===== config.mk =====
export PLATFORM = sky130hd
export DESIGN_NAME = data_memory_storer
export DESIGN_NICKNAME = d
export VERILOG_FILES = /design/src/rtl/data_memory_storer.sv
export SDC_FILE = /design/constraint.sdc
export NUM_CORES = 1
export LEC_CHECK = 0
export ABC_AREA = 0
export CORE_ASPECT_RATIO = 0.6
export CORE_MARGIN = 2
export CORE_UTILIZATION = 40
export CTS_CLUSTER_DIAMETER = 120
export DETAILED_ROUTE_END_ITERATION = 7
export GPL_TIMING_DRIVEN = 0
export PLACE_DENSITY_LB_ADDON = 0.08
export SLEW_MARGIN = 10
export SYNTH_ARGS = -nofsm -noshare
export SYNTH_HDL_FRONTEND = slang
export SYNTH_SLANG_ARGS = --single-unit

===== constraint.sdc =====
create_clock -name clk_in -period 3.4 [get_ports clk_in]
set_input_delay 1.02 -clock clk_in [delete_from_list [all_inputs] [get_ports clk_in]]
set_output_delay 1.02 -clock clk_in [all_outputs]
set_load 0.05 [all_outputs]

===== src/rtl/data_memory_storer.sv =====
// Store engine for a 32-bit memory without byte enables: word stores write directly,
// byte/half stores read-modify-write. Accept-to-done latency is 2 cycles for a word and 3+READ_LATENCY for a sub-word.
// No backpressure: start_in is only sampled in IDLE and busy_out flags the non-accepting states.
module data_memory_storer #(
    parameter int READ_LATENCY = 1
) (
    input  logic        clk_in,
    input  logic        rst_n_in,
    input  logic        start_in,
    input  logic [31:0] addr_in,
    input  logic [31:0] data_in,
    input  logic [1:0]  size_in,
    input  logic [31:0] mem_rdata_in,
    output logic [31:0] mem_addr_out,
    output logic        mem_rd_out,
    output logic        mem_wr_out,
    output logic [31:0] mem_wdata_out,
    output logic        busy_out,
    output logic        done_out,
    output logic        error_out
);

    localparam logic [3:0] LAST_WAIT = 4'(READ_LATENCY - 1);

    typedef enum logic [2:0] {
        IDLE  = 3'd0,
        READ  = 3'd1,
        WAIT  = 3'd2,
        WRITE = 3'd3,
        ERROR = 3'd4
    } state_t;

    state_t      state, state_nxt;
    logic [31:0] addr_q, data_q, wdata_q, merged;
    logic [1:0]  size_q;
    logic [3:0]  wait_cnt;
    logic        done_q;
    logic        accept, misaligned, wait_last;

    assign accept    = (state == IDLE) && start_in;
    assign wait_last = (wait_cnt == LAST_WAIT);

    // Size 10 is reserved and handled exactly like a word store.
    always_comb begin
        misaligned = 1'b0;
        case (size_in)
            2'b00:   misaligned = 1'b0;
            2'b01:   misaligned = addr_in[0];
            default: misaligned = |addr_in[1:0];
        endcase
    end

    // Only the addressed little-endian lane is replaced; the rest comes from the read.
    always_comb begin
        merged = mem_rdata_in;
        if (size_q == 2'b01) begin
            if (addr_q[1]) merged[31:16] = data_q[15:0];
            else           merged[15:0]  = data_q[15:0];
        end else begin
            case (addr_q[1:0])
                2'b00: merged[7:0]   = data_q[7:0];
                2'b01: merged[15:8]  = data_q[7:0];
                2'b10: merged[23:16] = data_q[7:0];
                2'b11: merged[31:24] = data_q[7:0];
            endcase
        end
    end

    always_ff @(posedge clk_in or negedge rst_n_in) begin
        if (!rst_n_in) state <= IDLE;
        else           state <= state_nxt;
    end

    always_comb begin
        state_nxt = state;
        case (state)
            IDLE: begin
                if (start_in) begin
                    if (misaligned)       state_nxt = ERROR;
                    else if (size_in[1])  state_nxt = WRITE;
                    else                  state_nxt = READ;
                end
            end
            READ:    state_nxt = WAIT;
            WAIT:    state_nxt = wait_last ? WRITE : WAIT;
            WRITE:   state_nxt = IDLE;
            ERROR:   state_nxt = IDLE;
            default: state_nxt = IDLE;
        endcase
    end

    always_ff @(posedge clk_in or negedge rst_n_in) begin
        if (!rst_n_in) begin
            addr_q   <= '0;
            data_q   <= '0;
            size_q   <= '0;
            wdata_q  <= '0;
            wait_cnt <= '0;
            done_q   <= 1'b0;
        end else begin
            done_q <= (state == WRITE);
            if (accept) begin
                addr_q   <= addr_in;
                data_q   <= data_in;
                size_q   <= size_in;
                wait_cnt <= '0;
            end
            if (state == WAIT) begin
                wait_cnt <= wait_cnt + 4'd1;
                if (wait_last) wdata_q <= merged;
            end
        end
    end

    always_comb begin
        mem_addr_out  = {addr_q[31:2], 2'b00};
        mem_rd_out    = (state == READ);
        mem_wr_out    = (state == WRITE);
        mem_wdata_out = '0;
        if (state == WRITE) mem_wdata_out = size_q[1] ? data_q : wdata_q;
        busy_out      = (state != IDLE);
        done_out      = done_q;
        error_out     = (state == ERROR);
    end

endmodule

Word-level counts from Yosys, hierarchy flattened
Index checks and enable logic that the tools add are counted.
{"block": "totals", "mem_bits_rw": 0, "input_bits": 101, "wordCells": 44, "mem_bits_ro": 0, "memories": 0, "latchBits": 0, "output_inout_bits": 69, "reg_bits": 106}
{"block": "op_classes", "bitwise": 0, "add_sub_neg": 1, "n_reduce_logical": 9, "div_mod_pow": 0, "multipliers": 0, "eq_ne": 10, "n_lt_le_gt_ge": 0, "n_mux": 17, "shifts": 0}
{"cell": "$mux W32", "n": 3}
{"cell": "$mux W16", "n": 2}
{"cell": "$mux W8", "n": 4}
{"cell": "$pmux W3 S3", "n": 1}
{"cell": "$mux W4", "n": 2}
{"cell": "$eq A2 B1 Y1 const B", "n": 3}
{"cell": "$eq A3 B2 Y1 const B", "n": 2}
{"cell": "$mux W3", "n": 2}
{"cell": "$add A4 B1 Y4 const B", "n": 1}
{"cell": "$eq A2 B2 Y1 const B", "n": 2}
{"cell": "$logic_not A2 Y1", "n": 2}
{"cell": "$logic_not A4 Y1", "n": 1}
{"cell": "$eq A3 B1 Y1 const B", "n": 1}
{"cell": "$eq A3 B3 Y1 const B", "n": 1}
{"cell": "$logic_not A3 Y1", "n": 1}
{"cell": "$reduce_bool A3 Y1", "n": 1}
{"cell": "$mux W2", "n": 1}
{"cell": "$ne A2 B2 Y1 const B", "n": 1}
{"cell": "$pmux W1 S2", "n": 1}
{"cell": "$reduce_and A2 Y1", "n": 1}
{"cell": "$reduce_bool A2 Y1", "n": 1}
{"cell": "$reduce_or A2 Y1", "n": 1}
{"cell": "$logic_and A1 B1 Y1", "n": 1}
{"cell": "$mux W1", "n": 1}

Longest topological paths before layout
{"block": "depth", "ltp_word": 5, "ltp_mapped": 7, "mapped_depth_nobuf": 5}

Worst setup path before layout
OpenSTA, ideal clock, no wires.
{"block": "synth_path", "path_kind": "flip-flop to output port", "startpoint": "register state[2]", "endpoint": "output port mem_wdata_out[12]", "path_stages_with_launch": 7, "slack_ns": 0.575, "required_ns": 2.380, "path_buffers": 3, "t_arrival_ns": 1.805, "path_cell_list": "dfrtp_1 > buf_2 > nor2b_1 > buf_2 > nand2_1 > buf_1 > nor2_1"}
{"block": "synth_via", "elab_chain_cells": 2}
{"item": "from (decl)", "line_no": "33", "text": "state_t state, state_nxt;"}
{"item": "from (signal assigned)", "line_no": "71", "text": "else state <= state_nxt;"}
{"item": "$eq A3 B2 Y1", "line_no": "120", "text": "if (state == WRITE) mem_wdata_out = size_q[1] ? data_q : wdata_q;"}
{"item": "$mux W32", "line_no": "120"}
{"item": "to (decl)", "line_no": "17", "text": "output logic [31:0] mem_wdata_out,"}
Every way passes these cells.

Final worst setup path
{"block": "layout_path", "startpoint": "register state[2]", "endpoint": "output port mem_wdata_out[7]"}
The elaborated chain is that of the path after synthesis.

==> run metrics <==
status complete, no violations; count of input and output buffers approximately 170; IR Drop Worst-Case VDD between 400 and 500 uV; Die Height 97.2 um; ratio of cells with drive above 1 in the final layout 23.1%; number of DRC violations after detailed-routing iteration 0 448; Main synth FF type sky130_fd_sc_hd__dfrtp_1; min setup slack post-route 0.0916 ns; Detail Route Antenna Nets 0; Rel. slew slack 45.1%; longest individual stage delay on the worst path 0.37 ns; Crit path top cell by count sky130_fd_sc_hd__buf_2; final routed DRC violation total 0; reported leakage power 3.37 nW; sum of overflow across all layers after global routing 0; final period utilization 97.3%; global-route wire length before repair ~28000 um; adder-cell area share of the yosys netlist less than 1%; Worst Path Class, Setup reg -> out; die area 15500 um2; pins over their slew limit 0; CTS clock-pin slew for the worst setup and hold paths ~0.07 ns; mux share of post-synthesis cell area 18.4%; post-synthesis instance total 542; power density normalized to cell area ~1000 nW/um2; CTS H-Tree Depth 3; Total Wirelength 17800 um; cell area reported after detailed placement 7750 um2; total iterations of the first detailed-routing run 5; clock latency on the worst-skew pair 0.34 ns; min cycle time layout between 3 and 4 ns; buffer and inverter count on the worst path 4; chain of cells forming the critical path buf_2 > nor2b_1 > buf_2 > nand2_2 > clkbuf_2 > nor2_1 > buf_2; element type at the critical path start flop; FILL cells about 1300; number of antenna violations at the first check in global routing 0; Warnings, synthesis 0; clk buf depth 2; TritonCTS clock tree done; register area share after synthesis 45.8%; clock buffer count from CTS 9; synthesized-area fraction occupied by ao, oa, aoi and oai cells 15.9%; top-level I/O count 170; Required @ worst endpoint 2.38 ns; average cell area after synthesis 10.7 um2; Layout Skew around 0.0075 ns; routability congestion estimate 0.888; count of nets after finishing between 800 and 900; setup fix buffers added after clock tree synthesis 0; number of enable-type register cells in the synthesized netlist 0; effective utilization at floorplan 40.4%; asr flop ratio synth 100%; worst reg-to-reg setup slack 1.26 ns; summed instance area of the synthesized netlist slightly below 6000 um2; achievable clock frequency 302 MHz; post-route cell area 8090 um2; Total GRT Usage about a quarter; simple-gate area share of the yosys netlist 11.4%; combinational family with the most area after synthesis multiplexers; antenna diode instance count 0; number of register bits inferred by synthesis 106; Total Power Consumption ~8.4 mW; Crit path max-delay family buffers and inverters; Maximum Capacitance Violations 0; vias per cell 5.41; class of the most critical hold timing path reg -> reg; worst slack at placement -0.214 ns; Fin. Hold Viols 0; synthesis-to-finish area growth 39.6%; Synth cell types 38; XOR/XNOR share of the synthesized area 0%; Slew @ Worst Pin 0.824 ns; cell chosen for the clock root sky130_fd_sc_hd__clkbuf_16; placed wire-length estimate after detailed placement 13300 um; Std-Cell Core Area around 14000 um2; capturing element type of the critical path primary output; leading cell type in the layout, fill and taps excluded sky130_fd_sc_hd__clkdlybuf4s50_1; Placed Cells 909; critical path fanouts, max 10; total via count in the routed design 5000; horizontal extent of the die 159 um; data arrival time at the worst-slack endpoint 2.29 ns; number of placement rows 34; most frequent cells in the layout 133 x sky130_fd_sc_hd__clkdlybuf4s50_1, 106 x sky130_fd_sc_hd__dfrtp_1, 66 x sky130_fd_sc_hd__mux2_2, 35 x sky130_fd_sc_hd__buf_4; slowest stage cell on the critical path sky130_fd_sc_hd__dfrtp_1; via count of the first global-routing pass 5000; Finish-stage setup viols 0; Num Clock Sinks about 110; final routed wire length divided by cell count 19.3 um; pin count of the biggest net entering global routing 66; number of standard cells in the final layout excluding fillers 925
## per-stage QoR
step,TNS [ns],hold WS (ns),util (%)
after floorplan,0,0.477,-
after global placement,-296.69,0.490,53.8
after detailed placement,-2.95,0.497,54.0
after CTS,0,0.512,56.4
after global routing,-0.0583,0.529,56.4
final,0,0.510,56.4
## where the power goes
| group | leakage, nW | switching, mW | internal [mW] |
|---|---|---|---|
| Combinational | 1.96 | 2.85 | 2.02 |
| Sequential | 1.26 | 0.515 | 1.90 |
| Clock | 0.153 | 0.461 | 0.646 |
## per-layer routing
metal / share of wire [%] / GRT usage, % / up-vias / wire length (um)
li1: - / - / 2292 / -
met1: 49 / 36.0 / 2454 / 8740
met2: 43 / 34.4 / 228 / 7590
met3: 7.0 / 4.61 / 26 / 1240
met4: 1.4 / 4.97 / 0 / 250
met5: 0 / 0 / - / 0
## repair_timing
action	CTS	global route
hold endpoints to repair	0	0
resized for setup	100	4
hold buffers	0	0
endpoints found under the setup margin	33	30
pin swaps	0	0
## synthesized netlist by cell type (2+ instances only)
| library cell | count | area, um2 |
|---|---|---|
| sky130_fd_sc_hd__dfrtp_1 | 106 | 2650 |
| sky130_fd_sc_hd__mux2_2 | 66 | 743 |
| sky130_fd_sc_hd__buf_4 | 35 | 263 |
| sky130_fd_sc_hd__nor2_1 | 34 | 128 |
| sky130_fd_sc_hd__nor2b_1 | 34 | 213 |
| sky130_fd_sc_hd__a211oi_1 | 33 | 248 |
| sky130_fd_sc_hd__mux2i_1 | 32 | 320 |
| sky130_fd_sc_hd__o21ai_0 | 28 | 140 |
| sky130_fd_sc_hd__clkbuf_1 | 26 | 97.6 |
| sky130_fd_sc_hd__a31oi_1 | 24 | 150 |
| sky130_fd_sc_hd__a21oi_1 | 16 | 80.1 |
| sky130_fd_sc_hd__o31ai_1 | 16 | 120 |
| sky130_fd_sc_hd__nand2_1 | 13 | 48.8 |
| sky130_fd_sc_hd__buf_2 | 10 | 50.1 |
| sky130_fd_sc_hd__and3_1 | 9 | 56.3 |
| sky130_fd_sc_hd__a2bb2oi_1 | 8 | 70.1 |
| sky130_fd_sc_hd__and3b_1 | 8 | 70.1 |
| sky130_fd_sc_hd__o211ai_1 | 8 | 60.1 |
| sky130_fd_sc_hd__buf_1 | 5 | 18.8 |
| sky130_fd_sc_hd__inv_1 | 5 | 18.8 |
| sky130_fd_sc_hd__nand2b_1 | 3 | 18.8 |
| sky130_fd_sc_hd__a22o_1 | 2 | 17.5 |
| sky130_fd_sc_hd__buf_6 | 2 | 22.5 |
| sky130_fd_sc_hd__ha_1 | 2 | 25.0 |
| sky130_fd_sc_hd__nand3_1 | 2 | 10.0 |
| sky130_fd_sc_hd__nor3b_1 | 2 | 15.0 |
| sky130_fd_sc_hd__nor4b_4 | 2 | 47.6 |
## cells by family (layout without fill, tap and decap cells)
logic type | count (synthesis) | count (layout)
buffers and inverters | 83 | 267
AND/OR/NAND/NOR | 113 | 113
adder cells (fa/ha/maj) | 2 | 2
multiplexers | 98 | 98
other | 1 | 2
flip-flops | 106 | 106
AO/OA/AOI/OAI | 139 | 139
## area by class of cell
| class | instances | area (um2) | area share (%) |
|---|---|---|---|
| Timing Repair Buffer | 168 | 1720 | 21.2 |
| Buffer | 78 | 462 | 5.71 |
| Tap cell | 198 | 248 | 3.06 |
| Multi-Input combinational cell | 354 | 2680 | 33.1 |
| Clock inverter | 5 | 78.8 | 0.974 |
| Clock buffer | 11 | 233 | 2.88 |
| Sequential cell | 106 | 2650 | 32.8 |
| Inverter | 5 | 18.8 | 0.232 |
## worst paths after layout
kind	from	endpoint	cells past startpoint
worst max-delay path	state[2]$_DFFE_PN0P_	mem_wdata_out[7]	7
worst min-delay path	addr_q[23]$_DFFE_PN0P_	addr_q[23]$_DFFE_PN0P_	1
worst max register to register	state[2]$_DFFE_PN0P_	data_q[21]$_DFFE_PN0P_	5
worst min register to register	addr_q[23]$_DFFE_PN0P_	addr_q[23]$_DFFE_PN0P_	1
max in group asynchronous	rst_n_in	done_out$_DFF_PN0_	2
min in group asynchronous	rst_n_in	addr_q[31]$_DFFE_PN0P_	1
## state kept, by name, indices dropped and copies added (netlist names)
register	count
state	3
wait_cnt	4
done_out	1
addr_q	32
data_q	32
size_q	2
wdata_q	32
No activity file was read; power rests on OpenSTA's default activity.
